<file path="src/rtl/seq_num_alloc_pkg.sv">
// Shared sequence-number helpers used by the allocator and its neighbours.
// Distances are computed at a fixed maximum width and masked down to n bits.
package seq_num_alloc_pkg;

  localparam int unsigned SEQ_MAX_W = 16;

  // (a - b) mod 2^n, for any n up to SEQ_MAX_W
  function automatic logic [SEQ_MAX_W-1:0] seq_dist(
    input logic [SEQ_MAX_W-1:0] a,
    input logic [SEQ_MAX_W-1:0] b,
    input int unsigned          n
  );
    logic [SEQ_MAX_W-1:0] mask;
    mask = '1;
    mask = mask >> (SEQ_MAX_W - n);
    return (a - b) & mask;
  endfunction

endpackage

</file>
<file path="src/rtl/seq_num_alloc_if.sv">
// Commit and squash broadcast notifications; the pipeline back end publishes,
// sequence-number consumers subscribe.
interface commit_notif_if #(
  parameter int unsigned p_seq_num_bits = 5
);
  logic                      val;
  logic [p_seq_num_bits-1:0] seq_num;

  modport master (output val, output seq_num);
  modport slave  (input  val, input  seq_num);
endinterface

interface squash_notif_if #(
  parameter int unsigned p_seq_num_bits = 5
);
  logic                      val;
  logic [p_seq_num_bits-1:0] seq_num;

  modport master (output val, output seq_num);
  modport slave  (input  val, input  seq_num);
endinterface

</file>
<file path="src/rtl/seq_num_alloc.sv">
// Circular sequence-number allocator: grants numbers at the tail, retires them
// in order at the head on commit, and rolls the tail back on squash.
module seq_num_alloc
  import seq_num_alloc_pkg::*;
#(
  parameter int unsigned p_seq_num_bits = 5
) (
  input  logic                      clk,
  input  logic                      rst,
  input  logic                      alloc_val,
  output logic                      alloc_rdy,
  output logic [p_seq_num_bits-1:0] alloc_seq_num,
  commit_notif_if.slave             commit,
  squash_notif_if.slave             squash,
  output logic [p_seq_num_bits-1:0] oldest_seq_num,
  output logic [p_seq_num_bits:0]   num_inflight,
  output logic                      empty,
  output logic                      full,
  output logic                      protocol_err
);

  localparam int unsigned W  = p_seq_num_bits;
  localparam int unsigned CW = p_seq_num_bits + 1;
  localparam logic [CW-1:0] CAP = {1'b1, {W{1'b0}}};

  logic [W-1:0]         head, tail;
  logic [CW-1:0]        count;
  logic [W-1:0]         head_nxt, tail_nxt;
  logic [CW-1:0]        count_base, count_nxt;
  logic [SEQ_MAX_W-1:0] sq_dist;
  logic                 commit_ok, squash_ok, fire, err_nxt;

  assign empty          = (count == '0);
  assign full           = (count == CAP);
  assign alloc_rdy      = !full && !squash.val;
  assign alloc_seq_num  = tail;
  assign oldest_seq_num = head;
  assign num_inflight   = count;

  always_comb begin
    commit_ok  = commit.val && !empty && (commit.seq_num == head);
    sq_dist    = seq_dist(SEQ_MAX_W'(squash.seq_num), SEQ_MAX_W'(head), W);
    squash_ok  = squash.val && (sq_dist < SEQ_MAX_W'(count));
    fire       = alloc_val && alloc_rdy;
    head_nxt   = head;
    tail_nxt   = tail;
    count_base = count;
    if (commit_ok)
      head_nxt = head + W'(1);
    // squash and alloc are mutually exclusive because alloc_rdy drops on squash.val
    if (squash_ok) begin
      tail_nxt   = squash.seq_num + W'(1);
      count_base = CW'(sq_dist) + CW'(1);
    end else if (fire) begin
      tail_nxt   = tail + W'(1);
      count_base = count + CW'(1);
    end
    count_nxt = commit_ok ? (count_base - CW'(1)) : count_base;
    err_nxt   = protocol_err | (commit.val & ~commit_ok) | (squash.val & ~squash_ok);
  end

  always_ff @(posedge clk or negedge rst) begin
    if (!rst) begin
      head         <= '0;
      tail         <= '0;
      count        <= '0;
      protocol_err <= 1'b0;
    end else begin
      head         <= head_nxt;
      tail         <= tail_nxt;
      count        <= count_nxt;
      protocol_err <= err_nxt;
    end
  end

endmodule

</file>
<file path="src/flat_wrapper.sv">
// flat-port wrapper written by rule: the top's interface ports become plain ports
module seq_num_alloc_flat import seq_num_alloc_pkg::*;
#(
  parameter int unsigned p_seq_num_bits = 5
)
  (clk, rst, alloc_val, alloc_rdy, alloc_seq_num, oldest_seq_num, num_inflight, empty, full, protocol_err, commit_val, commit_seq_num, squash_val, squash_seq_num);
  commit_notif_if #(.p_seq_num_bits(p_seq_num_bits)) commit_i ();
  squash_notif_if #(.p_seq_num_bits(p_seq_num_bits)) squash_i ();
  input  logic clk;
  input  logic rst;
  input  logic alloc_val;
  output logic alloc_rdy;
  output logic [p_seq_num_bits-1:0] alloc_seq_num;
  output logic [p_seq_num_bits-1:0] oldest_seq_num;
  output logic [p_seq_num_bits:0] num_inflight;
  output logic empty;
  output logic full;
  output logic protocol_err;
  input wire logic [$bits(commit_i.val)-1:0] commit_val;
  input wire logic [$bits(commit_i.seq_num)-1:0] commit_seq_num;
  input wire logic [$bits(squash_i.val)-1:0] squash_val;
  input wire logic [$bits(squash_i.seq_num)-1:0] squash_seq_num;
  assign commit_i.val = commit_val;
  assign commit_i.seq_num = commit_seq_num;
  assign squash_i.val = squash_val;
  assign squash_i.seq_num = squash_seq_num;
  seq_num_alloc #(.p_seq_num_bits(p_seq_num_bits)) u_core (.clk(clk), .rst(rst), .alloc_val(alloc_val), .alloc_rdy(alloc_rdy), .alloc_seq_num(alloc_seq_num), .commit(commit_i), .squash(squash_i), .oldest_seq_num(oldest_seq_num), .num_inflight(num_inflight), .empty(empty), .full(full), .protocol_err(protocol_err));
endmodule
</file>
<file path="config.mk">
export PLATFORM = sky130hd
export DESIGN_NAME = seq_num_alloc_flat
export DESIGN_NICKNAME = d
export VERILOG_FILES = /design/src/rtl/seq_num_alloc_pkg.sv /design/src/rtl/seq_num_alloc_if.sv /design/src/rtl/seq_num_alloc.sv /design/src/flat_wrapper.sv
export SDC_FILE = /design/constraint.sdc
export NUM_CORES = 1
export LEC_CHECK = 0
export CORE_ASPECT_RATIO = 1.25
export CORE_MARGIN = 2
export CORE_UTILIZATION = 45
export DETAILED_ROUTE_END_ITERATION = 6
export HOLD_SLACK_MARGIN = 0.03
export PLACE_DENSITY = 0.81
export SLEW_MARGIN = 40
export SYNTH_ARGS = -nofsm -noshare
export SYNTH_HDL_FRONTEND = slang
export SYNTH_SLANG_ARGS = --single-unit
</file>
<file path="constraint.sdc">
create_clock -name clk -period 3.38 [get_ports clk]
set_input_delay 1.014 -clock clk [delete_from_list [all_inputs] [get_ports clk]]
set_output_delay 1.014 -clock clk [all_outputs]
set_load 0.01 [all_outputs]
</file>
==> results.yml <==
critical_path:
  endpoint: "u_core.alloc_seq_num[4]"
  cp.required_ns: 3.57
  startpoint: "squash_seq_num[3]"
  reg2regPathDepth: 16
  reg2reg_slack_ns: 0.14
  startpoint_type: "input port"
  r2r-start: "u_core.oldest_seq_num[0]"
  crit_type: "input port to flip-flop"
  arrival_ns: 3.93
  critPathMaxFanout: 4
  critPathCaptureType: "flip-flop"
  worstReg2RegEnd: "u_core.alloc_seq_num[4]"
sta:
  finClkSkew_ns: 0.001296
  setup_viol: 10
  timing.hold.ws_ns: 0.5032
  tightest_slew_ns: 0.4179
  min_period_over_period: 1.107
  max_freq_mhz: 267.3
  finalWorstSetupSlack_ns: -0.3616
  min_period_ns: 3.742
  report.final.slew_viol_count: 0
  slew_headroom: 0.7214
  rsz0062_at_grt: "true"
  finalHoldViolations: 0
global_routing:
  grt_max_degree: 18
  grt_pass1_wl_um: 6541
  antenna_found_initial: 0
  grt_usage: 0.2442
  grt_pass1_vias: 1524
  overflow: 0
synthesis:
  yosysUniqueCellTypes: 40
  ys_warn_count: 0
  synthesis.area_mm2: 0.001466
  netlist_instances: 161
  yosysSeqAreaShare: 0.2901
  postSynthAreaPerCell_um2: 9.108
  yosys_register_bits: 17
  syn-num-nets: 191
floorplan:
  start_util: 0.4632
  die_w_um: 55.06
  num_rows: 23
  ios: 35
  die_area_mm2: 0.003734
  core_mm2: 0.003166
  die_y_um: 67.83
route:
  routed_wl_um: 4502
  drc: 0
  vias: 1459
  detail_route.first_pass.iterations: 4
  via_per_inst: 5.569
  wire_per_inst_um: 17.18
  first_iter_violations: 30
  antenna_left: 0
final_layout:
  diodes: 0
  drive_gt1_frac: 0.2844
  final_util: 0.7162
  area_delta_synth_final_pct: 54.61
  final_area_mm2: 0.002267
  num-fill-cells: 232
  fin_nets: 256
clock_tree:
  clkSinkCount: 17
  cts_tree: "done"
  cts.path.max_buffers: 2
  clkLatencyLatePin_ns: 0.26
  cts_hold_buf: 0
  clkTransAtPathRegs_ns: 0.07
  root_buffer: "clkbuf_8"
  cts_buffers: 3
  htreeDepth: 1
power:
  p_leak_nw: 0.9596
  power.total_mw: 2.113
  powerDensity_mw_per_mm2: 931.8
  peakVddDrop_uv: 634.0
placed_design:
  post-place-ws_ns: -1.118
  numPortBuffers: 34
  gp_congestion: 0.9076
  dp_hpwl_um: 3334
  place_area_mm2: 0.002095
worst_hold_path:
  hold_class: "flip-flop to flip-flop"
outcome:
  failed_checks: "negative setup slack"
  status: "finished with violations"
job:
  drv_cap: 0
-- kinds of logic after synthesis --
kind of cell | synth area share
simple gates | 0.1843
xor+xnor | 0.1843
compound gates | 0.1314
buf+inv | 0.04693
flops | 0.2901
fa+ha+maj | 0.1331
mux | 0.02986
-- sequential cells by signal, summed over array words and instances (netlist names) --
| signal | count |
|---|---|
| u_core.num_inflight | 6 |
| u_core.oldest_seq_num | 5 |
| u_core.protocol_err | 1 |
| u_core.alloc_seq_num | 5 |
-- repair_timing --
item,4_1_cts,5_1_grt
gates resized for setup,14,13
setup buffers,2,3
setup endpoints to repair,12,11
pin swaps,12,12
cloned,0,1
-- per-stage QoR --
step | std cells | TNS [ns]
2_1_floorplan | 161 | -1.743
3_3_place_gp | 252 | -9.646
3_5_place_dp | 252 | -10.88
4_1_cts | 258 | -2.160
5_1_grt | 262 | -3.433
6_report | 262 | -2.168
-- cells in the final DEF (no fill, tap or decap), types with 2 or more instances in the layout --
| master | count |
|---|---|
| a21o_1 | 2 |
| a21oi_1 | 10 |
| a21oi_4 | 2 |
| and2_1 | 2 |
| buf_2 | 2 |
| buf_4 | 28 |
| clkbuf_8 | 3 |
| clkdlybuf4s50_1 | 30 |
| dfrtp_1 | 17 |
| ha_1 | 10 |
| ha_4 | 4 |
| inv_1 | 11 |
| mux2_4 | 3 |
| nand2_1 | 5 |
| nand2_2 | 2 |
| nand3_1 | 4 |
| nand3_2 | 2 |
| nand4_1 | 9 |
| nor2_1 | 12 |
| nor2b_1 | 2 |
| nor3_1 | 3 |
| xnor2_1 | 18 |
| xor2_1 | 10 |
-- power breakdown --
group          switching, mW  total [mW]  internal [mW]
combinational          0.727        1.52          0.797
sequential             0.140       0.428          0.289
clock                 0.0764       0.160         0.0839
total                  0.943        2.11           1.17
-- cells in the mapped netlist --
| master | number | area [um^2] |
|---|---|---|
| xnor2_1 | 19 | 166.4 |
| dfrtp_1 | 17 | 425.4 |
| ha_1 | 14 | 175.2 |
| nor2_1 | 14 | 52.55 |
| a21oi_1 | 13 | 65.06 |
| inv_1 | 13 | 48.80 |
| xor2_1 | 10 | 87.58 |
| nand4_1 | 9 | 56.30 |
| nand2_1 | 7 | 26.28 |
| nand3_1 | 5 | 25.02 |
| buf_2 | 4 | 20.02 |
| mux2_2 | 3 | 33.78 |
| nor3_1 | 3 | 15.01 |
| a21o_1 | 2 | 15.01 |
| and2_1 | 2 | 12.51 |
| nor2b_1 | 2 | 12.51 |
| a211o_1 | 1 | 8.760 |
| a211oi_1 | 1 | 7.510 |
| a21boi_0 | 1 | 7.510 |
| a21boi_2 | 1 | 11.26 |
| a221o_1 | 1 | 10.01 |
| a22o_1 | 1 | 8.760 |
| a31oi_1 | 1 | 6.260 |
| and4b_1 | 1 | 10.01 |
| fa_1 | 1 | 20.02 |
| mux2i_1 | 1 | 10.01 |
| nand2b_1 | 1 | 6.260 |
| nand3_2 | 1 | 10.01 |
| nand3b_1 | 1 | 7.510 |
| nor4_1 | 1 | 6.260 |
| nor4b_4 | 1 | 23.77 |
| o21a_1 | 1 | 7.510 |
| o21a_2 | 1 | 8.760 |
| o21ai_0 | 1 | 5.000 |
| o21ai_1 | 1 | 5.000 |
| o311a_1 | 1 | 10.01 |
| o311ai_1 | 1 | 8.760 |
| o31ai_1 | 1 | 7.510 |
| or3_1 | 1 | 6.260 |
| xor2_2 | 1 | 16.27 |
-- worst max-delay path: stages --
cell	delay, ns
clkdlybuf4s50_1	0.44
ha_1	0.37
a21oi_2	0.21
xnor2_2	0.14
ha_1	0.27
and4b_1	0.21
o21ai_2	0.11
o311a_4	0.26
mux2_4	0.31
ha_4	0.18
nand4_1	0.10
xnor2_1	0.14
nor2_1	0.07
a21oi_1	0.11
-- metal layers --
metal	wire length [um]	vias to the layer above	global-route usage	part of all wire
li1	-	694	-	-
met1	1704	716	0.2603	0.38
met2	2575	36	0.4613	0.57
met3	112	13	0.02402	0.025
met4	108	0	0.1159	0.024
met5	0	-	0	0
-- how the worst min path moves through the flow --
stage	end	slack (ns)	depth (start not counted)	from
6_report	u_core.protocol_err	0.50	1	u_core.protocol_err
5_1_grt	u_core.protocol_err	0.52	1	u_core.protocol_err
4_1_cts	u_core.protocol_err	0.50	1	u_core.protocol_err
3_5_place_dp	u_core.protocol_err	0.48	1	u_core.protocol_err
3_3_place_gp	u_core.protocol_err	0.48	1	u_core.protocol_err
2_1_floorplan	u_core.protocol_err	0.52	1	u_core.protocol_err
-- final cells by class --
| type | count | area, um^2 | share of cell area |
|---|---|---|---|
| Inverter | 13 | 61.31 | 0.02704 |
| Tap cell | 37 | 46.29 | 0.02042 |
| Sequential cell | 17 | 425.4 | 0.1876 |
| Multi-Input combinational cell | 127 | 1117 | 0.4928 |
| Clock buffer | 4 | 45.04 | 0.01987 |
| Timing Repair Buffer | 64 | 571.8 | 0.2522 |
No activity file was read; power rests on OpenSTA's default activity.
